--- config.mk ---
export PLATFORM = sky130hd
export DESIGN_NAME = imem_arbiter
export DESIGN_NICKNAME = d
export VERILOG_FILES = /design/src/rtl/imem_arbiter.sv
export SDC_FILE = /design/constraint.sdc
export NUM_CORES = 1
export LEC_CHECK = 0
export CAP_MARGIN = 20
export CORE_UTILIZATION = 24
export CTS_CLUSTER_DIAMETER = 60
export DETAILED_ROUTE_END_ITERATION = 8
export PLACE_DENSITY_LB_ADDON = 0.05
export SYNTH_ARGS = -nofsm -noshare
export SYNTH_HDL_FRONTEND = slang
export SYNTH_SLANG_ARGS = --single-unit
--- constraint.sdc ---
create_clock -name clk -period 2.4 [get_ports clk]
set_clock_uncertainty 0.2 [all_clocks]
set_input_delay 0.48 -clock clk [delete_from_list [all_inputs] [get_ports clk]]
set_output_delay 0.48 -clock clk [all_outputs]
set_load 0.01 [all_outputs]
--- src/rtl/imem_arbiter.sv ---
// Two-requester arbiter for the single-ported instruction memory: fetch (read-only)
// and loader/debug (read/write), round-robin with a bounded loader lock.
module imem_arbiter #(
   parameter int ADDR_W   = 6,
   parameter int DATA_W   = 32,
   parameter int MAX_LOCK = 16
) (
   input  logic              clk,
   input  logic              rst,
   input  logic              f_req,
   input  logic [ADDR_W-1:0] f_addr,
   output logic              f_gnt,
   output logic              f_rvalid,
   output logic [DATA_W-1:0] f_rdata,
   input  logic              l_req,
   input  logic              l_we,
   input  logic              l_lock,
   input  logic [ADDR_W-1:0] l_addr,
   input  logic [DATA_W-1:0] l_wdata,
   output logic              l_gnt,
   output logic              l_rvalid,
   output logic [DATA_W-1:0] l_rdata,
   output logic              mem_en,
   output logic              mem_we,
   output logic [ADDR_W-1:0] mem_addr,
   output logic [DATA_W-1:0] mem_wdata,
   input  logic [DATA_W-1:0] mem_rdata
);

   // state    | meaning
   // OWN_NONE | no read in flight, mem_rdata belongs to nobody
   // OWN_F    | fetch read issued last cycle, mem_rdata routed to fetch
   // OWN_L    | loader read issued last cycle, mem_rdata routed to loader
   typedef enum logic [1:0] {OWN_NONE, OWN_F, OWN_L} owner_t;

   localparam int CNT_W = $clog2(MAX_LOCK + 1);

   owner_t           owner;
   logic             last_l;
   logic [CNT_W-1:0] lock_cnt;
   logic             lock_full;

   assign lock_full = (lock_cnt == CNT_W'(MAX_LOCK));

   always_comb begin
      f_gnt = 1'b0;
      l_gnt = 1'b0;
      if (rst) begin
         if (f_req && l_req) begin
            if (l_lock) begin
               if (lock_full) f_gnt = 1'b1;
               else           l_gnt = 1'b1;
            end else if (last_l) begin
               f_gnt = 1'b1;
            end else begin
               l_gnt = 1'b1;
            end
         end else if (f_req) begin
            f_gnt = 1'b1;
         end else if (l_req) begin
            l_gnt = 1'b1;
         end
      end
   end

   always_comb begin
      mem_en    = 1'b0;
      mem_we    = 1'b0;
      mem_addr  = '0;
      mem_wdata = '0;
      if (f_gnt) begin
         mem_en   = 1'b1;
         mem_addr = f_addr;
      end else if (l_gnt) begin
         mem_en    = 1'b1;
         mem_we    = l_we;
         mem_addr  = l_addr;
         mem_wdata = l_wdata;
      end
   end

   always_ff @(posedge clk) begin
      if (!rst) begin
         owner    <= OWN_NONE;
         last_l   <= 1'b1;
         lock_cnt <= '0;
      end else begin
         if (f_gnt)      last_l <= 1'b0;
         else if (l_gnt) last_l <= 1'b1;

         // A fetch grant under lock only happens once the counter is full.
         if (!l_lock || !l_req || f_gnt) lock_cnt <= '0;
         else if (l_gnt && !lock_full)   lock_cnt <= lock_cnt + 1'b1;

         if (f_gnt)              owner <= OWN_F;
         else if (l_gnt && !l_we) owner <= OWN_L;
         else                    owner <= OWN_NONE;
      end
   end

   // Gating with rst drops a read that was in flight when reset arrived.
   assign f_rvalid = (owner == OWN_F) && rst;
   assign l_rvalid = (owner == OWN_L) && rst;
   assign f_rdata  = f_rvalid ? mem_rdata : '0;
   assign l_rdata  = l_rvalid ? mem_rdata : '0;

endmodule
# After elaboration in Yosys (flattened, before gate mapping)

Index checks and enable logic that the tools add are counted.

Bitwise operators: 1
Reduce and logical (&&, ||, !) cells: 14
Mux-type cells: 27
$add $sub $neg: 1
Equality and inequality tests: 3

Operators with widths:

| operator              | count |
|---|---|
| $mux W32              | 4 |
| $mux W1               | 20 |
| $mux W6               | 2 |
| $add A5 B1 Y5 const B | 1 |
| $eq A5 B5 Y1 const B  | 1 |
| $logic_and A1 B1 Y1   | 5 |
| $logic_not A1 Y1      | 4 |
| $reduce_or A2 Y1      | 2 |
| $eq A2 B1 Y1 const B  | 1 |
| $eq A2 B2 Y1 const B  | 1 |
| $logic_or A1 B1 Y1    | 2 |
| $mux W2               | 1 |
| $reduce_bool A2 Y1    | 1 |
| $not A1 Y1            | 1 |

Register bits: 8
Output and inout port bits: 108
Word-level logic and storage cells: 50
Input bits: 82

# Logic depth before layout (Yosys ltp)

Gate-level depths: netlist of the first run.

Depth in word-level cells: 8
Gate-level depth with buffers: 7
Mapped depth without buffers: 6

# Least setup slack after synthesis of the first run

OpenSTA, ideal clock, no wires.

Path kind: register to output
From: reg lock_cnt[0]
To: out mem_en
Setup slack: 0.178 ns
Path buffers: 0
Data required time: 1.720 ns
Stages on the path, launching flop included: 6
Arrival time: 1.542 ns
Path through: dfxtp_1 inv_1 ha_1 and4bb_1 a211oi_2 o21ai_0

Longest elaborated chain between the ends: 7
Elaborated cells between the ends (all ways): 11
Classes of those cells: 1 x eq/ne; 10 x mux

Ends and longest elaborated chain:

| what                   | RTL line | text |
|---|---|---|
| from (decl)            | 40       | `logic [CNT_W-1:0] lock_cnt;` |
| from (signal assigned) | 93       | `else if (l_gnt && !lock_full) lock_cnt <= lock_cnt + 1'b1;` |
| $eq A5 B5 Y1 (*)       | 43       | `assign lock_full = (lock_cnt == CNT_W'(MAX_LOCK));` |
| $mux W1                | 51       | `if (lock_full) f_gnt = 1'b1;` |
| $mux W1                | 50       | `if (l_lock) begin` |
| $mux W1                | 49       | `if (f_req && l_req) begin` |
| $mux W1                | 48       | `if (rst) begin` |
| $mux W1                | 74       | `end else if (l_gnt) begin` |
| $mux W1 (*)            | 71       | `if (f_gnt) begin` |
| to (decl)              | 23       | `output logic mem_en,` |

Mark *: on every way between the ends. The rest lies on a longest branch, timed or not.

# Final worst setup path of the first run

From: reg lock_cnt[1]
To: out mem_wdata[12]

Longest elaborated chain between the ends: 7
Elaborated cells between the ends (all ways): 11
Classes of those cells: 1 x eq/ne; 10 x mux

Ends and longest elaborated chain:

| what             | RTL line | text |
|---|---|---|
| $eq A5 B5 Y1 (*) | 43       |  |
| $mux W1          | 51       |  |
| $mux W1          | 50       |  |
| $mux W1          | 49       |  |
| $mux W1          | 48       |  |
| $mux W32         | 74       |  |
| $mux W32 (*)     | 71       |  |
| to (decl)        | 26       | `output logic [DATA_W-1:0] mem_wdata,` |

Marked as above.

==> metrics.txt, run 1 <==
status finished with violations; I/O Pins 190; Slew Limit Headroom 0.762; # rows 26; multi-input logic area 1060 um2; top_reg_cell synth dfxtp_1; Worst Setup Start Kind register; Slew @ Worst Pin 0.355 ns; Synth Register Bits 8; die extent in y 74.7 um; Peak VDD IR 0.254 mV; Vias 1980; CP Class register to output port; unrepaired setup endpoints after global routing true; Synth cell types 28; Pre-Repair DR Iteration Count 4; Final min period 2.51 ns; design area 3620 um2; DR WL/cell 14.4 um; Reg area 163 um2; Layout area overhead 186%; Yosys top cell area share 0.355; # setup viols final 28; die width 74.7 um; number of synthesis warnings 0; max cap viols 0; hpwl dp 4860 um; static leakage 2.00 nW; reg-to-reg setup timing slack 0.01 ns; top post-synthesis cells by area and2_1 36%, and2_4 17%, dfxtp_1 13%; Req. time, crit path 1.72 ns; failing checks negative setup slack; Antenna Nets Post-Route 0; R2R depth 15; Reg clk slew, reported paths 0.04 ns; fillers 450; GP Congestion 0.763; Mapped Cells 172; Setup crit end kind output port; Clock Tree Buf Depth 2; worst reg2reg path endpoint lock_cnt[1]; max-slew violations 0; Async S/R FF share, synth 0; CTS Sinks 8; vias per inst 4.26; clk_lat worst skew 0.23 ns; Final Worst Setup Slack -0.115 ns; Hold Startpoint rst; final hold vios 0; leading area contributor after synthesis and2_1; initial antenna violation count 0; Core ar. 5110 um2; hold path endpoint last_l; Hold Path Depth 2; most frequent cells in the layout 77 x clkdlybuf4s50_1, 70 x and2_1, 68 x dlygate4sd2_1; Initial Utilization 0.248; sequential-to-total area share from yosys stat 0.126; Total Wirelength 6700 um; synthesized cell area 1270 um2; Place WS -0.578 ns; Overall Power 731 uW; most common cell after layout, fill and taps aside clkdlybuf4s50_1; # nets final 481; CP Max Fanout 7; Post-CTS Hold Fix Bufs 0; worst hold slack 0.287 ns; gr usage total 0.218; Final TNS setup -1.91 ns; top layer in use met4; die area 5580 um2; TritonCTS Buffers 3; placed cell areas 3350 um2; DR iter-0 viols 51; Post-synth EDFFs 0; fin crit share 1.05; H-tree depth 1; P per Cell Area 202 nW/um2; first-pass GRT wire length 9170 um; port bufs 189; origin of the critical flop-to-flop path lock_cnt[1]; Crit path arrival time 1.83 ns; Max Freq 398 MHz; pin count of the biggest net entering global routing 18; met3 routed WL 635 um; syn nets 256; total gr overflow 0; share of layout cells above drive strength 1 0.329; Syn Area/Cell 7.37 um2; wl on met1 2410 um; vias in the first global route 1769; CTS tree built; WL met2 3530 um; antenna cell count 0; hold crit path type primary input to register; # DRC 0; root buffer cell clkbuf_8
[logic make-up (layout without fill, tap and decap cells)]
kind of cell	count (synthesis)	after routing	share of synthesized area
AOI/OAI and AO/OA	13	13	0.0997
xor gates and xnor gates	2	2	0.0138
adders and majority gates	2	2	0.0197
buffers and inverters	25	248	0.0938
DFF	8	8	0.126
and+or+nand+nor	122	122	0.647
[synthesized netlist by cell type, types with 2 or more instances]
master and count:
and2_1 72, and2_4 24, buf_6 3, clkbuf_1 6
dfxtp_1 8, ha_1 2, inv_1 15, nand2_1 4
nand3_1 3, nand3b_1 2, nor2_1 9, nor2b_1 2
o32ai_1 6, xor2_1 2
[critical path: stages, from the launching register on]
cell and delay, ns:
dfxtp_2 0.32, inv_2 0.08, ha_4 0.16, nand4bb_4 0.13
o2111ai_4 0.23, inv_4 0.11, bufbuf_16 0.28, and2_4 0.15
buf_2 0.13
[sequential cells by signal (all words and copies together) (netlist names)]
register  count
last_l        1
lock_cnt      5
owner         2
[power breakdown]
| part | internal, mW | switching [mW] | total (mW) |
|---|---|---|---|
| Sequential | 0.138 | 0.00323 | 0.141 |
| Combinational | 0.284 | 0.143 | 0.427 |
| Clock | 0.109 | 0.0535 | 0.162 |
[final cells by class]
class | instances | share of cell area
clock buffer | 3 | 0.0114
multi-input combinational | 139 | 0.292
timing repair buffer | 229 | 0.610
tap | 70 | 0.0242
sequential | 8 | 0.0449
inverter | 16 | 0.0173
[stage by stage]
| step | std cells | util |
|---|---|---|
| floorplan | 172 | - |
| global placement | 437 | 0.657 |
| detailed placement | 437 | 0.657 |
| CTS | 465 | 0.698 |
| global route | 465 | 0.709 |
| finish | 465 | 0.709 |
[timing repair]
action / CTS / global route
endpoints found under the setup margin: 108 / 45
pin swaps: 14 / 1
gates resized for setup: 273 / 13
hold endpoints to repair: 0 / 0
setup buffers: 18 / 1
cloned: 7 / 0
[routing by layer]
metal,global-route usage,vias to the layer above
li1,-,991
met1,0.244,877
met2,0.410,100
met3,0.0562,12
met4,0.0461,0
met5,0,-
[worst max path at each step]
stage                      startpoint       endpoint  slack, ns  depth (start not counted)
final                     lock_cnt[1]  mem_wdata[12]      -0.11                          8
after global routing      lock_cnt[1]   mem_wdata[7]      -0.19                          8
after CTS                 lock_cnt[1]    lock_cnt[1]      -0.11                         16
after detailed placement       l_lock  mem_wdata[22]      -0.58                          7
after global placement         l_lock  mem_wdata[13]      -0.54                          7
after floorplan           lock_cnt[0]         mem_en       0.18                          5
Power figures use the tool's default switching activity.
==> run 2: changes to the inputs <==
--- a/config.mk
+++ b/config.mk
@@ -9,6 +9,7 @@
 export CORE_UTILIZATION = 24
 export CTS_CLUSTER_DIAMETER = 60
 export DETAILED_ROUTE_END_ITERATION = 8
+export HOLD_SLACK_MARGIN = 0.02
 export PLACE_DENSITY_LB_ADDON = 0.05
 export SYNTH_ARGS = -nofsm -noshare
 export SYNTH_HDL_FRONTEND = slang
==> results of run 2 <==
Final layout, timing and power as in run 1 (identical DEF).
